## config.mk

```make
export PLATFORM = sky130hd
export DESIGN_NAME = direction_key_encoder
export DESIGN_NICKNAME = d
export VERILOG_FILES = /design/src/rtl/direction_key_encoder_pkg.sv /design/src/rtl/direction_key_encoder_key_debouncer.sv /design/src/rtl/direction_key_encoder.sv
export SDC_FILE = /design/constraint.sdc
export NUM_CORES = 1
export LEC_CHECK = 0
export ABC_AREA = 1
export BUFFER_PORTS_ARGS = -buffer_cell sky130_fd_sc_hd__clkbuf_2
export CAP_MARGIN = 20
export CORE_UTILIZATION = 50
export DETAILED_ROUTE_END_ITERATION = 10
export MAX_ROUTING_LAYER = met4
export PLACE_DENSITY = 0.69
export SYNTH_ARGS = -nofsm -noshare
export SYNTH_HDL_FRONTEND = slang
export SYNTH_SLANG_ARGS = --single-unit
```

## constraint.sdc

```tcl
create_clock -name clock -period 1.6 [get_ports clock]
set_input_delay 0 -clock clock [delete_from_list [all_inputs] [get_ports clock]]
set_output_delay 0 -clock clock [all_outputs]
set_load 0.01 [all_outputs]
```

## src/rtl/direction_key_encoder_pkg.sv

```systemverilog
// Shared definitions for the direction key encoder: direction codes and FSM states.
package direction_key_encoder_pkg;

  // One-hot direction codes, shared with the maze movement logic.
  localparam logic [3:0] DirUp    = 4'b0001;
  localparam logic [3:0] DirDown  = 4'b0010;
  localparam logic [3:0] DirRight = 4'b0100;
  localparam logic [3:0] DirLeft  = 4'b1000;

  typedef enum logic [1:0] {
    StIdle,
    StPulse,
    StWait,
    StRelease
  } state_e;

  // True when exactly one direction key is pressed.
  function automatic logic is_single_dir(input logic [3:0] keys);
    return keys inside {DirUp, DirDown, DirRight, DirLeft};
  endfunction

endpackage

```

## src/rtl/direction_key_encoder_key_debouncer.sv

```systemverilog
// Per-key 2-flop synchroniser plus stability counter; emits an active-high debounced level.
module direction_key_encoder_key_debouncer #(
  parameter int unsigned DEBOUNCE_CYCLES = 500000
) (
  input  logic clk_i,
  input  logic rst_ni,
  input  logic key_n_i,
  output logic state_o
);

  localparam int unsigned CntW = (DEBOUNCE_CYCLES > 1) ? $clog2(DEBOUNCE_CYCLES) : 1;
  localparam logic [CntW-1:0] CntLast = CntW'(DEBOUNCE_CYCLES - 1);

  logic [1:0]      sync_d, sync_q;
  logic [CntW-1:0] cnt_d, cnt_q;
  logic            state_d, state_q;
  logic            level;

  assign level   = ~sync_q[1];
  assign state_o = state_q;

  // Shift the raw key in; accept a new level only after CntLast+1 consecutive differing samples.
  always_comb begin
    sync_d  = {sync_q[0], key_n_i};
    cnt_d   = cnt_q;
    state_d = state_q;
    if (level == state_q) begin
      cnt_d = '0;
    end else if (cnt_q == CntLast) begin
      cnt_d   = '0;
      state_d = ~state_q;
    end else begin
      cnt_d = cnt_q + 1'b1;
    end
  end

  // Synchroniser resets to the released level so reset never looks like a press.
  always_ff @(posedge clk_i or negedge rst_ni) begin
    if (!rst_ni) begin
      sync_q  <= 2'b11;
      cnt_q   <= '0;
      state_q <= 1'b0;
    end else begin
      sync_q  <= sync_d;
      cnt_q   <= cnt_d;
      state_q <= state_d;
    end
  end

endmodule

```

## src/rtl/direction_key_encoder.sv

```systemverilog
// Turns four raw push-buttons into one-hot direction pulses with press-and-hold auto-repeat.
module direction_key_encoder
  import direction_key_encoder_pkg::*;
#(
  parameter int unsigned DEBOUNCE_CYCLES = 500000,
  parameter int unsigned PULSE_CYCLES    = 2,
  parameter int unsigned REPEAT_DELAY    = 25000000,
  parameter int unsigned REPEAT_PERIOD   = 10000000
) (
  input  logic       clock,
  input  logic       reset,
  input  logic [3:0] key_n,
  input  logic       hold,
  output logic [3:0] player_direction,
  output logic [3:0] key_state
);

  localparam int unsigned RepMax = (REPEAT_DELAY > REPEAT_PERIOD) ? REPEAT_DELAY : REPEAT_PERIOD;
  localparam int unsigned RepW   = (RepMax > 1) ? $clog2(RepMax) : 1;
  localparam int unsigned PulW   = (PULSE_CYCLES > 1) ? $clog2(PULSE_CYCLES) : 1;

  localparam logic [RepW-1:0] RepSat       = RepW'(RepMax - 1);
  localparam logic [RepW-1:0] RepDelayLast = RepW'(REPEAT_DELAY - 1);
  localparam logic [RepW-1:0] RepPerLast   = RepW'(REPEAT_PERIOD - 1);
  localparam logic [PulW-1:0] PulseLast    = PulW'(PULSE_CYCLES - 1);

  state_e          state_d, state_q;
  logic [3:0]      dir_d, dir_q;
  logic [3:0]      out_d, out_q;
  logic [RepW-1:0] rep_cnt_d, rep_cnt_q;
  logic [PulW-1:0] pulse_cnt_d, pulse_cnt_q;
  logic            rep_flag_d, rep_flag_q;
  logic [RepW-1:0] rep_limit;

  for (genvar i = 0; i < 4; i++) begin : g_key
    direction_key_encoder_key_debouncer #(
      .DEBOUNCE_CYCLES(DEBOUNCE_CYCLES)
    ) u_debouncer (
      .clk_i  (clock),
      .rst_ni (reset),
      .key_n_i(key_n[i]),
      .state_o(key_state[i])
    );
  end

  assign rep_limit        = rep_flag_q ? RepPerLast : RepDelayLast;
  assign player_direction = out_q;

  // Next-state logic; output is zero unless a pulse is being (re)started or continued.
  always_comb begin
    state_d     = state_q;
    dir_d       = dir_q;
    out_d       = 4'b0000;
    rep_flag_d  = rep_flag_q;
    pulse_cnt_d = pulse_cnt_q;
    rep_cnt_d   = (rep_cnt_q == RepSat) ? rep_cnt_q : rep_cnt_q + 1'b1;
    if (hold) begin
      state_d = StRelease;
    end else begin
      unique case (state_q)
        StIdle: begin
          if (is_single_dir(key_state)) begin
            state_d     = StPulse;
            dir_d       = key_state;
            out_d       = key_state;
            rep_flag_d  = 1'b0;
            rep_cnt_d   = '0;
            pulse_cnt_d = '0;
          end else if (key_state != 4'b0000) begin
            state_d = StRelease;
          end
        end
        StPulse: begin
          if (pulse_cnt_q == PulseLast) begin
            state_d = StWait;
          end else begin
            pulse_cnt_d = pulse_cnt_q + 1'b1;
            out_d       = dir_q;
          end
        end
        StWait: begin
          if (key_state != dir_q) begin
            state_d = StRelease;
          end else if (rep_cnt_q == rep_limit) begin
            state_d     = StPulse;
            out_d       = dir_q;
            rep_flag_d  = 1'b1;
            rep_cnt_d   = '0;
            pulse_cnt_d = '0;
          end
        end
        StRelease: begin
          if (key_state == 4'b0000) begin
            state_d = StIdle;
          end
        end
        default: state_d = StRelease;
      endcase
    end
  end

  // FSM state, counters and the registered direction output.
  always_ff @(posedge clock or negedge reset) begin
    if (!reset) begin
      state_q     <= StRelease;
      dir_q       <= 4'b0000;
      out_q       <= 4'b0000;
      rep_flag_q  <= 1'b0;
      rep_cnt_q   <= '0;
      pulse_cnt_q <= '0;
    end else begin
      state_q     <= state_d;
      dir_q       <= dir_d;
      out_q       <= out_d;
      rep_flag_q  <= rep_flag_d;
      rep_cnt_q   <= rep_cnt_d;
      pulse_cnt_q <= pulse_cnt_d;
    end
  end

endmodule

```

## Yosys cells after proc, flatten, opt, wreduce, memory -nomap -nowiden

Cells that the tools add are included.

- Register bits: 125
- Input port bits: 7
- Output and inout port bits: 8
- Word-level logic and storage cells: 113

- $add $sub $neg: 6
- Equality and inequality tests: 25
- Multiplexer cells: 37
- Bitwise logic cells: 13
- Reductions and logical operators: 14

Operators by type and width:

| cell | number |
|---|---|
| $mux 19 | 8 |
| $mux 25 | 6 |
| $add 19x1->19 const B | 4 |
| $eq 19x19->1 const B | 4 |
| $pmux 25 s2 | 1 |
| $add 25x1->25 const B | 1 |
| $eq 25x25->1 | 1 |
| $eq 25x25->1 const B | 1 |
| $mux 4 | 5 |
| $mux 2 | 7 |
| $not 1->1 | 13 |
| $pmux 4 s3 | 1 |
| $reduce_and 5->1 | 2 |
| $ne 4x4->1 const B | 2 |
| $pmux 2 s4 | 1 |
| $reduce_and 2->1 | 4 |
| $reduce_bool 4->1 | 2 |
| $mux 1 | 6 |
| $ne 2x2->1 const B | 3 |
| $ne 3x3->1 const B | 2 |
| $eq 1x1->1 | 4 |
| $eq 2x2->1 const B | 2 |
| $eq 4x1->1 const B | 1 |
| $eq 4x2->1 const B | 1 |
| 13 further kinds | 13 |

## Depth between registers and ports, before layout

Gate-level depths: netlist of run 1.

- Word-level depth: 6
- Depth in mapped cells: 13

## By module

From an unflattened synthesis of run 1, not the netlist that was laid out.

- Cells, all modules: 948
- Area, all modules: 7241.9 um^2

Modules (own cells, without submodules):

| module | times used | cells an instance | area an instance (um^2) |
|---|---|---|---|
| direction_key_encoder_key_debouncer | 4 | 150 | 1207.4 |
| direction_key_encoder | 1 | 348 | 2412.3 |

## Worst setup path before layout of run 1

OpenSTA, ideal clock, no wires.

- Path type: register to register
- Start point: register g_key[3].u_debouncer.cnt_q[0]
- End point: register g_key[3].u_debouncer.cnt_q[16]
- Library setup time: 117 ps
- Data arrival time: 1479 ps
- Required time: 1483 ps
- Setup slack: 4 ps
- Cell stages (with the launch flop): 11
- Buffers on the path: 0
- Clock period less this slack: 1596 ps
- Cells stage by stage: dfrtp_1 -> ha_1 -> nand3_1 -> nor2_2 -> inv_2 -> nor2_4 -> nand3_2 -> nor4_4 -> nand2_1 -> nand2_1 -> nor2_1

- Word-level cells in the longest chain between the ends: 3

Ends and longest elaborated chain:

| what | RTL line | source |
|---|---|---|
| start: declaration | direction_key_encoder_key_debouncer.sv:15 | `logic [CntW-1:0] cnt_d, cnt_q;` |
| start signal: assignment | direction_key_encoder_key_debouncer.sv:45 | `cnt_q <= cnt_d;` |
| $add 19x1->19 or $eq 19x19->1 (tied branches) | direction_key_encoder_key_debouncer.sv:33, direction_key_encoder_key_debouncer.sv:29 |  |
| $mux 19 (*) | direction_key_encoder_key_debouncer.sv:29 | `end else if (cnt_q == CntLast) begin` |
| $mux 19 (*) | direction_key_encoder_key_debouncer.sv:27 | `if (level == state_q) begin` |
| named net g_key[3].u_debouncer.cnt_d[16] | direction_key_encoder_key_debouncer.sv:15 |  |

Mark *: on every way through the listed nets, which the timed path passes. The rest lies on a longest branch.
A chain may end at the register's enable or synchronous reset.

## Final worst setup path of run 1

- Start point: register rep_cnt_q[15]
- End point: register rep_cnt_q[21]

- Word-level cells in the longest chain between the ends: 6

Ends and longest elaborated chain:

| what | RTL line | source |
|---|---|---|
| start: declaration | direction_key_encoder.sv:30 | `logic [RepW-1:0] rep_cnt_d, rep_cnt_q;` |
| start signal: assignment | direction_key_encoder.sv:116 | `rep_cnt_q <= rep_cnt_d;` |
| $add 25x1->25 or $eq 25x25->1 (tied branches) | direction_key_encoder.sv:56 | `rep_cnt_d = (rep_cnt_q == RepSat) ? rep_cnt_q : rep_cnt_q + 1'b1;` |
| $mux 25 | direction_key_encoder.sv:56 |  |
| $mux 25 | direction_key_encoder.sv:84 | `end else if (rep_cnt_q == rep_limit) begin` |
| $mux 25 | direction_key_encoder.sv:82 | `if (key_state != dir_q) begin` |
| $pmux 25 s2 | direction_key_encoder.sv:60 | `unique case (state_q)` |
| $mux 25 (*) | direction_key_encoder.sv:57 | `if (hold) begin` |
| named net rep_cnt_d[21] | direction_key_encoder.sv:30 |  |

Marks and branches as above.

==> results of run 1 <==
[state kept, by name, summed over array words and instances, names as in the netlist]
| signal | count |
|---|---|
| rep_cnt_q | 25 |
| state_q | 2 |
| g_key.u_debouncer.sync_q | 8 |
| g_key.u_debouncer.cnt_q | 76 |
| dir_q | 4 |
| player_direction | 4 |
| g_key.u_debouncer.state_o | 4 |
| pulse_cnt_q | 1 |
| rep_flag_q | 1 |
[repair_timing]
item	4_1_cts	5_1_grt
gates resized for setup	21	99
hold endpoints to repair	124	0
hold buffers	6	0
buffers inserted	4	37
setup endpoints to repair	37	86
pin swaps	3	60
cloned	0	3
[path summary, 6_finish.rpt]
| kind | to | startpoint | slack, ns |
|---|---|---|---|
| worst max-delay path | rep_cnt_q[21] | rep_cnt_q[15] | -0.1 |
| worst min-delay path | g_key[1].u_debouncer.cnt_q[15] | reset | 0.03 |
| worst max register to register | rep_cnt_q[21] | rep_cnt_q[15] | -0.1 |
| worst min register to register | g_key[0].u_debouncer.sync_q[1] | g_key[0].u_debouncer.sync_q[0] | 0.36 |
| max in group asynchronous | g_key[1].u_debouncer.sync_q[0] | reset | 0.92 |
| min in group clock | g_key[2].u_debouncer.sync_q[0] | key_n[2] | 0.22 |
[cell type report]
cell class / instances / area, um2 / area share (%)
sequential: 125 / 3150 / 35.1
clock buffer: 20 / 437 / 4.87
multi-input combinational: 565 / 3440 / 38.4
clock inverter: 12 / 146 / 1.63
tap: 172 / 215 / 2.40
inverter: 104 / 393 / 4.39
timing repair buffer: 144 / 1180 / 13.2
[where the power goes]
part	switching, mW	internal [mW]	leakage (nW)
registers	0.391	3.52	1.67
logic	1.26	1.16	2.08
clock network	1.39	2.43	0.280
total	3.04	7.11	4.03
[routing by layer]
metal / vias up / share of wire, % / GRT usage, %
met5: - / 0 / -
met4: 0 / 1.5 / 7.69
met3: 28 / 4.5 / 5.62
met2: 135 / 52 / 38.6
met1: 2946 / 42 / 29.7
li1: 2923 / - / -
[cells in the final DEF, fill, tap and decap left out, drive strengths merged, types with 3 or more instances in the layout]
cell	netlist	routed
a211oi	4	4
a21oi	49	49
a22oi	4	4
a31oi	4	4
and3	3	3
buf	13	123
bufinv	0	3
clkbuf	2	35
clkinv	0	6
clkinvlp	0	3
dfrtp	115	115
dfstp	10	10
dlygate4sd3	0	6
ha	5	5
inv	104	104
nand2	164	164
nand3	52	52
nand3b	4	4
nand4	21	21
nor2	119	119
nor3	34	34
nor3b	9	9
nor4	13	13
o21ai	24	24
or2	3	3
xnor2	13	13
xor2	37	37
[cell families after synthesis]
| kind of cell | Yosys count | synth area share (%) |
|---|---|---|
| AOI/OAI and AO/OA | 87 | 7.06 |
| xor gates and xnor gates | 50 | 6.57 |
| adders and majority gates | 5 | 0.939 |
| buffers and inverters | 119 | 7.40 |
| DFF | 125 | 47.1 |
| muxes | 1 | 0.225 |
| and+or+nand+nor | 422 | 30.7 |
==> flow_summary.toml, run 1 <==
[status]
status = "complete, but fails checks"
violations = "setup timing"

[cells_and_area]
area_growth_pct = 34.4
nets = 969
antenna_cells = 0
fin_util_pct = 69.9
drive_above_1_share_pct = 32.3
final_cell_area_mm2 = 0.00896
fill_cells = 999
final_cells = 1142

[sta]
fin_crit_ns = 1.70
hold_violations = 0
rsz0062_at_grt = "true"
drv_slew = 0
clock.fmax_mhz = 589
finalSetupTns_ns = -2.27
finalSetupViolations = 40
finalCritPeriodShare_pct = 106
tightest_slew_ns = 0.351
whs_ns = 0.0318
finalWorstSetupSlack_ns = -0.0972
clock_skew_ns = 0.00413
relSlewSlack_pct = 76.4

[route]
drc = 0
drt_pass1_iterations = 5
wl_per_cell_um = 14.4
wl_um = 16500
ant_nets = 0
vias_per_cell = 5.28
num_vias = 6032
drt-initial-drc-count = 310

[yosys]
yosys-top-cells-count = "nand2_1 (154), dfrtp_1 (115), nor2_1 (102)"
ys.flop_type = "dfrtp_1"
ys_seq_area_share_pct = 47.1
ys_top_cells_by_area = "dfrtp_1 (43%), nand2_1 (8.7%), nor2_1 (5.7%)"
ys_warn_count = 0
ys_ff_latch = 125
synth_edf_count = 0
syn_inst = 809
syn_avg_cell_area_um2 = 8.24
synth_top_cell_by_area = "dfrtp_1"
synthArstFlopShare_pct = 100
yosysUniqueCellTypes = 42
synth_top_area_share_pct = 43.2
syn_area_mm2 = 0.00667
synth_nets = 821
yosysMostFrequentCell = "nand2_1"

[global_routing]
grt_pass1_vias = 5750
antenna_found_initial = 0
grtUsageTotal_pct = 23.9
grt_pass1_wl_um = 26100
grt_max_degree = 37
grt-ovfl-total = 0

[floorplan]
die-area_mm2 = 0.0138
rows = 41
die_h_um = 117
fp.dieW_um = 117
coreArea_mm2 = 0.0128
ios = 15
start_util_pct = 52.0

[placement]
placed_area_mm2 = 0.00750
port_buffers = 14
place_inst = 1060
gp_congestion = 0.968
hpwl_um = 10500
dp_worst_setup_slack_ns = -0.0367

[job]
cap_violations = 0

[setup_path]
cp.arrival_ns = 2.00
cpPeakStageDelay_ns = 0.39
r2r_cells = 11
worst_setup_path_start_kind = "flop"
crit_family = "simple AND/OR/NAND/NOR gates"
slowest_stage = "dfrtp_1"
critPathKind = "reg -> reg"
cp.depth = 11
cp_data_required_time_ns = 1.90
crit_top_cell = "nand2_1"
path_cells = "inv_1 > nand2_1 > nand2_1 > nand2_1 > nor2_1 > nand3_1 > nor2_2 > inv_2 > nand2_8 > clkbuf_16 > a21oi_2"
path_buf_inv = 3
crit_fanout = 8
endpoint_kind = "flop"

[clocking]
clock_latency_ns = 0.41
cts_tree = "done"
cts_buffers = 17
clockBufferDepth = 2
htreeDepth = 4
clk_pin_slew_ns = 0.06
clock_sinks = 125
root_buffer = "clkbuf_16"

[power_and_ir_drop]
p_per_area_mw_per_mm2 = 1130
p_leak_nw = 4.03
power.total_mw = 10.1
irDropWorstVdd_mv = 0.922

[worst_hold_path]
hold_class = "in -> async"
Power figures use the tool's default switching activity.
==> run 2: changes to the inputs <==
--- a/config.mk
+++ b/config.mk
@@ -8,10 +8,12 @@
 export ABC_AREA = 1
 export BUFFER_PORTS_ARGS = -buffer_cell sky130_fd_sc_hd__clkbuf_2
 export CAP_MARGIN = 20
-export CORE_UTILIZATION = 50
+export CELL_PAD_IN_SITES_DETAIL_PLACEMENT = 1
+export CELL_PAD_IN_SITES_GLOBAL_PLACEMENT = 1
+export CORE_UTILIZATION = 43
 export DETAILED_ROUTE_END_ITERATION = 10
 export MAX_ROUTING_LAYER = met4
-export PLACE_DENSITY = 0.69
+export PLACE_DENSITY_LB_ADDON = 0.1
 export SYNTH_ARGS = -nofsm -noshare
 export SYNTH_HDL_FRONTEND = slang
 export SYNTH_SLANG_ARGS = --single-unit
==> run 2 against run 1 <==
The flow still finishes with violations (setup timing). Worst hold slack improved by 0.041 ns. Count of clock-buffer cells in the layout is 3 higher. Non-clock buffer count is 17 higher. Setup slack worse by 0.013 ns. Clock skew is 0.0044 ns higher. Sequential power about the same. Sequential share of layout area decreased by 0.90 points. Total power down 1.0%. Clock power is 2% lower. Core utilization fell by 9.1 points. Die area rose by 16%. Wire length rose by 22%.
==> flow_summary.toml, run 2 (synthesis results as in run 1) <==
[setup_path]
cpPeakStageDelay_ns = 0.44
cp_data_required_time_ns = 1.89
crit_fanout = 22
endpoint_kind = "flop"
regToRegSetupSlack_ns = -0.11
r2r-end = "rep_cnt_q[18]"
path_cells = "xor2_1 > nor2_1 > nand3_1 > nand2_2 > nand3_4 > nor2_4 > buf_12 > a21oi_1"
worst_setup_path_start_kind = "flop"
slowest_stage = "dfrtp_2"
cp.arrival_ns = 2.00
critPathKind = "reg -> reg"
rr_startpoint = "g_key[1].u_debouncer.state_o"
r2r_cells = 8

[clocking]
clock_latency_ns = 0.42
clockBufferDepth = 2
cts_buffers = 17
clock_sinks = 125
htreeDepth = 4
clk_pin_slew_ns = 0.06
root_buffer = "clkbuf_16"
cts_tree = "done"

[cells_and_area]
top_register = "g_key.u_debouncer.cnt_q"
final_cell_area_mm2 = 0.00920
fin_util_pct = 60.8
area_growth_pct = 38.1
antenna_cells = 0
nets = 986
reg_top3 = "g_key.u_debouncer.cnt_q: 76 flops, rep_cnt_q: 25 flops, g_key.u_debouncer.sync_q: 8 flops"
final_cells = 1175
drive_above_1_share_pct = 35.2
largest_reg_flops = 76
final_cell_mix = "nand2_1 (129), buf_4 (122), dfrtp_1 (108), nor2_1 (91), inv_1 (85)"
layout_commonest_cell = "nand2_1"

[floorplan]
die_h_um = 127
coreArea_mm2 = 0.0151
fp.dieW_um = 127
rows = 45
die-area_mm2 = 0.0160
start_util_pct = 44.0
ios = 15

[route]
num_vias = 6177
wl_per_cell_um = 17.1
drc = 0
drt_pass1_iterations = 4
drt-initial-drc-count = 212
ant_nets = 0
wl_um = 20000
vias_per_cell = 5.26

[status]
status = "complete, but fails checks"
violations = "setup timing"

[placement]
gp_congestion = 0.932
place_inst = 1091
placed_area_mm2 = 0.00763
port_buffers = 14
dp_worst_setup_slack_ns = -0.139
hpwl_um = 12800

[sta]
finalWorstSetupSlack_ns = -0.111
finalSetupViolations = 32
hold_violations = 0
finalSetupTns_ns = -2.08
drv_slew = 0
rsz0062_at_grt = "true"
tightest_slew_ns = 0.482
clock_skew_ns = 0.00853
finalCritPeriodShare_pct = 107
whs_ns = 0.0732
fin_crit_ns = 1.71
clock.fmax_mhz = 585
relSlewSlack_pct = 67.9

[global_routing]
grt_pass1_wl_um = 31300
grt_max_degree = 51
grt_pass1_vias = 6563
grtUsageTotal_pct = 25.5
antenna_found_initial = 0
grt-ovfl-total = 0

[worst_hold_path]
hold_class = "in -> async"

[power_and_ir_drop]
power.total_mw = 10.0
p_leak_nw = 4.17
p_per_area_mw_per_mm2 = 1090
irDropWorstVdd_mv = 0.992

[job]
cap_violations = 0
## run 2: power by group
| group | switching [mW] | leakage [nW] | internal, mW |
|---|---|---|---|
| Sequential | 0.400 | 1.67 | 3.52 |
| Clock | 1.42 | 0.278 | 2.31 |
| Combinational | 1.29 | 2.22 | 1.11 |
| Total | 3.11 | 4.17 | 6.94 |
## run 2: worst max-delay path by stage
stage,startpoint,end,slack (ns),cells after the start
floorplan,g_key[3].u_debouncer.cnt_q[0],g_key[3].u_debouncer.cnt_q[16],0.004,10
global placement,g_key[0].u_debouncer.cnt_q[9],g_key[0].u_debouncer.cnt_q[13],-0.13,8
detailed placement,g_key[0].u_debouncer.cnt_q[9],g_key[0].u_debouncer.cnt_q[13],-0.14,8
CTS,g_key[2].u_debouncer.cnt_q[1],g_key[2].u_debouncer.cnt_q[18],-0.04,13
global route,g_key[2].u_debouncer.cnt_q[0],g_key[2].u_debouncer.cnt_q[18],-0.21,13
finish,g_key[1].u_debouncer.state_o,rep_cnt_q[18],-0.11,8
## run 2: area by class of cell
cell class              count  area [um2]
clock buffers              23         458
inverters                 104         395
flip-flops and latches    125        3150
fillers                  1758        5940
well taps                 188         235
multi-input cells         565        3540
repair buffers            161        1330
clock inverters             9        95.1
## run 2: worst max-delay path: cells and delay by family, from the launching register on
kind	cells	cell delay [ns]
and+or+nand+nor	5	0.65
xor gates and xnor gates	1	0.17
buffers and inverters	1	0.20
AOI/OAI and AO/OA	1	0.10
DFF	1	0.44
## run 2: timing repair
action | 4_1_cts | 5_1_grt
gates resized for setup | 40 | 115
hold buffers | 6 | 0
endpoints found under the hold margin | 128 | 0
gates cloned | 0 | 3
endpoints found under the setup margin | 62 | 87
pin swaps | 8 | 43
buffers inserted | 19 | 24
## run 2: metal layers
metal	wire (um)	global-route usage, %	up-vias	part of all wire [%]
met5	0	-	-	0
met4	365	7.16	0	1.8
met3	480	5.06	32	2.4
met2	10600	44.3	67	53
met1	8620	29.9	3120	43
li1	-	-	2958	-
